$ cat config.mk
export PLATFORM = sky130hd
export DESIGN_NAME = maxpool2d_stride_2
export DESIGN_NICKNAME = d
export VERILOG_FILES = /design/src/rtl/maxpool2d_stride_2.sv
export SDC_FILE = /design/constraint.sdc
export NUM_CORES = 1
export LEC_CHECK = 0
export ABC_AREA = 1
export BUFFER_PORTS_ARGS = -buffer_cell sky130_fd_sc_hd__buf_2
export CAP_MARGIN = 20
export CORE_ASPECT_RATIO = 0.75
export CORE_MARGIN = 2
export CORE_UTILIZATION = 40
export CTS_BUF_LIST = sky130_fd_sc_hd__clkbuf_16
export DETAILED_ROUTE_END_ITERATION = 10
export GPL_ROUTABILITY_DRIVEN = 0
export PLACE_DENSITY = 0.65
export SYNTH_ARGS = -nofsm -noshare
export SYNTH_HDL_FRONTEND = slang
export SYNTH_SLANG_ARGS = --single-unit
$ cat constraint.sdc
create_clock -name clk -period 4.2 [get_ports clk]
set_clock_uncertainty 0.15 [all_clocks]
set_input_delay 0.84 -clock clk [delete_from_list [all_inputs] [get_ports clk]]
set_output_delay 0.84 -clock clk [all_outputs]
set_load 0.1 [all_outputs]
$ cat src/rtl/maxpool2d_stride_2.sv
`default_nettype none
// ============================================================================
// Module      : maxpool2d_stride_2
// Description : Streaming 2x2, stride-2 FP32 max-pool over a raster pixel
//               stream. Define MAXPOOL_RELU_EN to fuse ReLU into the output
//               register.
// Revision    : 1.0 - initial release
// ============================================================================
module maxpool2d_stride_2 #(
    parameter int DATA_WIDTH = 32,
    parameter int IMG_WIDTH  = 56,
    parameter int IMG_HEIGHT = 56
) (
    input  logic                  clk,
    input  logic                  resetn,
    input  logic                  data_valid_in,
    input  logic [DATA_WIDTH-1:0] data_in,
    output logic [31:0]           data_out,
    output logic                  valid_out_pixel,
    output logic                  done
);

    localparam int c_HALF_W = IMG_WIDTH / 2;
    localparam int c_OUT_N  = (IMG_WIDTH / 2) * (IMG_HEIGHT / 2);
    localparam int c_CW     = $clog2(IMG_WIDTH);
    localparam int c_RW     = $clog2(IMG_HEIGHT);
    localparam int c_HW     = (c_HALF_W > 1) ? $clog2(c_HALF_W) : 1;
    localparam int c_OW     = (c_OUT_N > 1) ? $clog2(c_OUT_N) : 1;

    localparam logic [c_CW-1:0] c_COL_LAST = c_CW'(IMG_WIDTH - 1);
    localparam logic [c_RW-1:0] c_ROW_LAST = c_RW'(IMG_HEIGHT - 1);
    localparam logic [c_OW-1:0] c_OUT_LAST = c_OW'(c_OUT_N - 1);

    logic [c_CW-1:0]       r_col;
    logic [c_RW-1:0]       r_row;
    logic [c_OW-1:0]       r_out_cnt;
    logic [DATA_WIDTH-1:0] r_hold;
    logic [DATA_WIDTH-1:0] r_rowbuf [c_HALF_W];
    logic [31:0]           r_data_out;
    logic                  r_valid;
    logic                  r_done;

    logic [c_HW-1:0]       w_idx;
    logic [DATA_WIDTH-1:0] w_hmax;
    logic [DATA_WIDTH-1:0] w_rb_rd;
    logic [DATA_WIDTH-1:0] w_pool;
    logic [31:0]           w_result;
    logic                  w_fire;
    logic                  w_rb_we;
    logic                  w_last;

    // Sign-magnitude ordering; equal values (and +0 vs -0) keep operand a.
    function automatic logic f_keep_first(input logic [DATA_WIDTH-1:0] a,
                                          input logic [DATA_WIDTH-1:0] b);
        logic r;
        if ((a[DATA_WIDTH-2:0] == '0) && (b[DATA_WIDTH-2:0] == '0))
            r = 1'b1;
        else if (a[DATA_WIDTH-1] != b[DATA_WIDTH-1])
            r = ~a[DATA_WIDTH-1];
        else if (!a[DATA_WIDTH-1])
            r = (a[DATA_WIDTH-2:0] >= b[DATA_WIDTH-2:0]);
        else
            r = (a[DATA_WIDTH-2:0] <= b[DATA_WIDTH-2:0]);
        return r;
    endfunction

    assign w_idx   = c_HW'(r_col >> 1);
    assign w_rb_rd = r_rowbuf[w_idx];
    assign w_hmax  = f_keep_first(r_hold, data_in) ? r_hold : data_in;
    assign w_pool  = f_keep_first(w_rb_rd, w_hmax) ? w_rb_rd : w_hmax;
    assign w_fire  = data_valid_in & r_col[0] & r_row[0];
    assign w_rb_we = data_valid_in & r_col[0] & ~r_row[0];
    assign w_last  = (r_out_cnt == c_OUT_LAST);

`ifdef MAXPOOL_RELU_EN
    assign w_result = w_pool[DATA_WIDTH-1] ? 32'h0000_0000 : w_pool;
`else
    assign w_result = w_pool;
`endif

    // Raster position and horizontal-pair hold register; idle cycles freeze.
    always_ff @(posedge clk or negedge resetn) begin
        if (!resetn) begin
            r_col  <= '0;
            r_row  <= '0;
            r_hold <= '0;
        end else if (data_valid_in) begin
            if (r_col == c_COL_LAST) begin
                r_col <= '0;
                r_row <= (r_row == c_ROW_LAST) ? '0 : r_row + c_RW'(1);
            end else begin
                r_col <= r_col + c_CW'(1);
            end
            if (!r_col[0])
                r_hold <= data_in;
        end
    end

    // Even rows deposit their horizontal maxima here; odd rows read them back.
    always_ff @(posedge clk) begin
        if (w_rb_we)
            r_rowbuf[w_idx] <= w_hmax;
    end

    always_ff @(posedge clk or negedge resetn) begin
        if (!resetn) begin
            r_data_out <= '0;
            r_valid    <= 1'b0;
            r_done     <= 1'b0;
            r_out_cnt  <= '0;
        end else begin
            r_valid <= w_fire;
            r_done  <= w_fire & w_last;
            if (w_fire) begin
                r_data_out <= w_result;
                r_out_cnt  <= w_last ? '0 : r_out_cnt + c_OW'(1);
            end
        end
    end

    assign data_out        = r_data_out;
    assign valid_out_pixel = r_valid;
    assign done            = r_done;

endmodule
`default_nettype wire
After elaboration in Yosys (flattened, before gate mapping)
Memory sizes are Yosys's and may differ from the RTL's.
Cells that the tools add are included.
W data, S select, Z words.
- memory bits (read-only): 0
- memories: 1
- word-level logic and storage cells: 49
- output and inout port bits: 34
- bits in latches: 0
- bits in writable memories: 896
- register bits: 88
- reduce and logical (&&, ||, !) cells: 8
- multiply operators: 0
- eq/ne operators: 5
- divide/modulo/power cells: 0
- muxes and demuxes: 13
- $add $sub $neg: 3
- order comparisons: 4
- bitwise logic cells: 8
- shifts and indexed selects: 0
- memory list (name ; words ; width ; read ports ; clocked after memory_dff ; wr ports ; line ; source):
    r_rowbuf ; 28 ; 32 ; 1 ; 0 ; 1 ; 38 ; logic [DATA_WIDTH-1:0] r_rowbuf [c_HALF_W];
- operators by type and width (kind ; number):
    $logic_not A31 Y1 ; 4
    $mux W32 ; 2
    $ge A31 B31 Y1 ; 2
    $le A31 B31 Y1 ; 2
    $add A6 B1 Y6 const B ; 2
    $eq A6 B6 Y1 const B ; 2
    $mux W6 ; 2
    $add A10 B1 Y10 const B ; 1
    $eq A10 B10 Y1 const B ; 1
    $mux W10 ; 1
    $mux W1 ; 8
    $and A1 B1 Y1 ; 4
    $not A1 Y1 ; 4
    $reduce_and A2 Y1 ; 2
    $logic_and A1 B1 Y1 ; 2
    $ne A1 B1 Y1 ; 2

Logic depth before layout (Yosys ltp)
- word-level depth: 10
- depth in mapped cells: 37
- gate-level depth less buffers: 35

Least setup slack after synthesis
No wires, ideal clock.
- kind: input-to-reg
- from: input data_in[30]
- to: register r_data_out[17], in the netlist data_out[17]
- path slack: -0.525 ns
- stages: 32
- path buffers: 2
- arrival: 4.455 ns
- cells stage by stage: inv_1 > ha_1 > nand2_1 > nor2_1 > nand3_1 > nor3_1 > nand2_1 > nand2_1 > nand2_1 > nand2_2 > nand3_2 > buf_2 > o21ai_0 > inv_1 > ha_1 > o31ai_1 > a21oi_1 > nor2_1 > nor2_1 > o21ai_0 > nand2_1 > nand2_1 > nand2_1 > nand2_1 > nand2_1 > nand2_1 > nand2_1 > inv_1 > clkbuf_1 > nand3_1 > nand3_1 > nand2_1
- longest elaborated chain between the ends: 10
- elaborated cells on any way between the ends: 17
- those cells by class: 4 x order compare; 1 x eq/ne; 8 x mux; 4 x reduce/logical
- ends and longest elaborated chain (element ; line ; source):
    start: declaration ; 17 ; input logic [DATA_WIDTH-1:0] data_in,
    $ge A31 B31 Y1 or $le A31 B31 Y1 (tied branches) ; 61, 63 ;
    $mux W1 ; 60 ; else if (!a[DATA_WIDTH-1])
    $mux W1 ; 58 ; else if (a[DATA_WIDTH-1] != b[DATA_WIDTH-1])
    $mux W1 * ; 56 ; if ((a[DATA_WIDTH-2:0] == '0) && (b[DATA_WIDTH-2:0] == '0))
    $mux W32 * ; 69 ; assign w_hmax = f_keep_first(r_hold, data_in) ? r_hold : data_in;
    net w_hmax[0] ; 44 ; logic [DATA_WIDTH-1:0] w_hmax;
    $ge A31 B31 Y1 or $le A31 B31 Y1 (tied branches) ; 61, 63 ;
    $mux W1 ; 60 ;
    $mux W1 ; 58 ;
    $mux W1 * ; 56 ;
    $mux W32 * ; 70 ; assign w_pool = f_keep_first(w_rb_rd, w_hmax) ? w_rb_rd : w_hmax;
    end signal: assignment ; 115 ; r_data_out <= w_result;
    end: declaration ; 39 ; logic [31:0] r_data_out;
Mark *: on every way through the listed nets, which the timed path passes. The rest lies on a longest branch.
A chain may end at the register's enable or synchronous reset.

Worst setup path in the final report
- from: register r_hold[19]
- to: register r_data_out[30], in the netlist data_out[30]
- longest elaborated chain between the ends: 10
- elaborated cells on any way between the ends: 17
- those cells by class: 4 x order compare; 1 x eq/ne; 8 x mux; 4 x reduce/logical
- ends and longest elaborated chain (element ; line ; source):
    start: declaration ; 37 ; logic [DATA_WIDTH-1:0] r_hold;
    start signal: assignment ; 95 ; r_hold <= data_in;
    $ge A31 B31 Y1 or $le A31 B31 Y1 (tied branches) ; 61, 63 ;
    $mux W1 ; 60 ;
    $mux W1 ; 58 ;
    $mux W1 ; 56 ;
    $mux W32 * ; 69 ;
    $ge A31 B31 Y1 or $le A31 B31 Y1 (tied branches) ; 61, 63 ;
    $mux W1 ; 60 ;
    $mux W1 ; 58 ;
    $mux W1 ; 56 ;
    $mux W32 * ; 70 ;
Mark *: on every way between the ends. The rest lies on a longest branch, timed or not.

==> reports/qor.csv <==
stage,metric,value,unit
pwr,pwr-share-clk,0.222,
worst_setup_path,end_kind,register,
timing,drv_slew,0,
cts,htree_levels,3,
global_route,antenna_found_initial,1,
global_route,grt_first_pass_wirelength,184000,um
route,first_iter_violations,3876,
pwr,intPower,21.2,mW
route,via_per_inst,5.22,
synthesis,ys_warn_count,0,
timing,setup_viol,31,
synthesis,synth_edf_count,896,
cts,cts_root_buf,clkbuf_16,
pwr,peakVddDrop,0.698,mV
run_status,violations,setup timing,
cts,cts.sinks,984,
worst_setup_path,cp.required,4.69,ns
cts,cts_buffers,91,
global_route,grt_overflow,0,
final_layout,drive_gt1_frac,0.146,
route,via_count,31200,
worst_setup_path,path_buf_inv,4,
final_layout,multi_input_area,12900,um^2
pwr,pwr-share-comb,0.443,
pwr,finalPower,36.4,mW
worst_setup_path,crit_fanout,7,
timing,slew-limit-headroom,0.326,
die,core_area,105000,um^2
die,die_h,287,um
route,wirelength,127000,um
timing,fmax,227,MHz
die,die_area,109000,um^2
final_layout,stdcell_area,50700,um^2
worst_setup_path,regToRegStartpoint,r_hold[19],
die,die_width,381,um
global_route,grt_pass1_vias,28200,
worst_setup_path,crit_type,register to register,
route,drtPass1Iterations,8,
synthesis,ys.flop_type,edfxtp_1,
placement,postPlaceCellArea,47100,um^2
synthesis,synth_cells,4208,
die,io_pins,69,
die,start_util,0.404,
route,wl_per_cell,21.2,um
route,drtAntennaViolNets,0,
worst_setup_path,rr_endpoint,data_out[30],
final_layout,regArea,29100,um^2
timing,hold_viol_final,0,
flow_run,maxCapViolCount,0,
synthesis,synth_cell_types,41,
run_status,status,"finished, violations left",
worst_setup_path,crit_arrival,4.90,ns
worst_setup_path,path_common_cell,nand2_1,
worst_setup_path,critPathLaunchType,register,
timing,period_needed,4.41,ns
min_path,hold_path_class,primary input to asynchronous set/reset pin,
route,drc,0,
pwr,leakagePower,21.2,nW
cts,clk_latency,0.70,ns
timing,rsz0062_at_grt,yes,
global_route,track_usage,0.225,
synthesis,synth-seq-cells,984,
placement,dpl.hpwl,75200,um
cts,cts_hold_buf,0,
synthesis,synth-async-reset-ratio,0.0894,
worst_setup_path,r2r_setup_slack,-0.21,ns
worst_setup_path,reg2reg_depth,25,
worst_setup_path,cpPeakStageDelay,0.40,ns
final_layout,nets,4597,
die,rows,103,
global_route,grt_max_degree,73,
final_layout,final_core_util,0.481,
cts,clk_pin_slew,0.07,ns
final_layout,syn2layout_area_growth,19.2,%
placement,preCtsSetupSlack,-0.602,ns
timing,worstMarginPinSlew,1.01,ns
pwr,pwr-share-seq,0.334,
pwr,power.density,717,nW/um^2
timing,worst_slack,-0.210,ns
cts,cts_tree,done,
synthesis,syn_area,42600,um^2
synthesis,yosysSeqAreaShare,0.684,
cts,cts_max_path_buffers,3,
synthesis,synth_area_per_cell,10.1,um^2
pwr,netSwitchingFraction,0.416,
worst_setup_path,critPathTopFamily,simple AND/OR/NAND/NOR gates,
final_layout,fillCellCount,9450,
timing,period_share,1.05,
synthesis,syn-num-nets,4308,
pwr,p_sw,15.1,mW
worst_setup_path,cp_slowest_cell,dfrtp_1,
placement,numPortBuffers,68,
-- repair_timing --
action,4_1_cts,5_1_grt
endpoints found under the setup margin,31,32
gates resized for setup,2,130
pin swaps,0,65
gates cloned,0,9
buffers inserted,0,7
-- metrics by stage --
step | setup TNS (ns) | cells | hold WS (ns)
2_1_floorplan | -0.0118 | 4208 | 0.318
3_3_place_gp | -18.19 | 5805 | 0.313
3_5_place_dp | -17.76 | 5805 | 0.319
4_1_cts | 0 | 5967 | 0.158
5_1_grt | -9.48 | 5984 | 0.208
6_report | -4.89 | 5984 | 0.159
-- per-layer routing --
metal  vias to the layer above  GRT usage  wire length (um)
met3                       206     0.0402             13400
met4                         0     0.0643              3000
li1                      14400          -                 -
met1                     15100      0.340             55200
met5                         -          0                 0
met2                      1550      0.334             55200
-- Yosys cell counts (2+ instances only) --
master / number / share of area
ha_1: 65 / 0.019
nand2_2: 4 / 0.00059
nor2_1: 222 / 0.020
buf_4: 4 / 0.00071
clkbuf_1: 80 / 0.0071
xor2_1: 3 / 0.00062
nand2_1: 2186 / 0.19
edfxtp_1: 896 / 0.63
nand4_1: 41 / 0.0060
dfrtp_1: 88 / 0.052
o21ai_0: 48 / 0.0056
inv_1: 183 / 0.016
nor3b_1: 3 / 0.00053
nor4_1: 15 / 0.0022
a21oi_1: 48 / 0.0056
inv_2: 5 / 0.00044
buf_2: 72 / 0.0085
buf_6: 4 / 0.0011
a22oi_1: 14 / 0.0025
nor3_1: 18 / 0.0021
o21a_1: 3 / 0.00053
buf_1: 23 / 0.0020
nand3_1: 157 / 0.018
a21o_1: 2 / 0.00035
o21ai_1: 8 / 0.00094
-- registers in the layout, indices dropped and copies added, names as in the netlist --
register         flops
r_out_cnt           10
r_rowbuf           896
valid_out_pixel      1
r_row                6
r_hold              32
data_out            32
done                 1
r_col                6
-- worst max path at each step --
stage | start | end | slack (ns) | cells after the start
detailed placement | data_in[14] | data_out[29] | -0.60 | 34
CTS | r_col[1] | data_out[29] | 0.02 | 25
finish | r_hold[19] | data_out[30] | -0.21 | 25
global route | r_hold[19] | data_out[27] | -0.35 | 25
global placement | data_in[14] | data_out[8] | -0.61 | 34
floorplan | data_in[14] | data_out[17] | -0.01 | 35
-- power groups by stage --
stage / logic [mW] / registers, mW / clock network [mW]
after detailed placement: 14.2 / 12.4 / 0
final: 16.1 / 12.2 / 8.09
after global placement: 14.1 / 12.3 / 0
after CTS: 14.3 / 12.2 / 8.15
after global routing: 17.4 / 12.2 / 8.55
after floorplan: 7.65 / 13.2 / 0
-- cells in the final DEF (no fill, tap or decap), drive strengths merged, types with 2 or more instances in the layout --
master / n
nand4: 41
dfrtp: 88
a21o: 2
clkbuf: 97
clkinv: 35
a21oi: 48
nor4: 15
inv: 214
edfxtp: 896
o21ai: 57
a22oi: 14
nand2: 2193
nor3b: 3
clkinvlp: 5
and2: 2
buf: 371
nor3: 19
nand3: 158
xor2: 3
nor2: 223
bufinv: 6
o21a: 3
ha: 65
-- area by class of cell --
type,instances,share of cell area
repair inverters,1,0.000222
well taps,1417,0.0349
multi-input cells,2854,0.254
repair buffers,375,0.0664
inverters,190,0.0148
flip-flops and latches,984,0.574
clock inverters,69,0.00999
clock buffers,93,0.0459
diodes,1,0.0000493
-- cells by family (layout without fill, tap and decap cells) --
family,after synthesis,in the layout,share of synthesized area
adder cells (fa/ha/maj),65,65,0.0191
buffers and inverters,373,728,0.0361
XOR/XNOR,3,3,0.000617
AND/OR/NAND/NOR,2654,2657,0.244
AO/OA/AOI/OAI,129,129,0.0167
flip-flops,984,984,0.684
other,0,1,0
(Power assumes the default switching activity.)
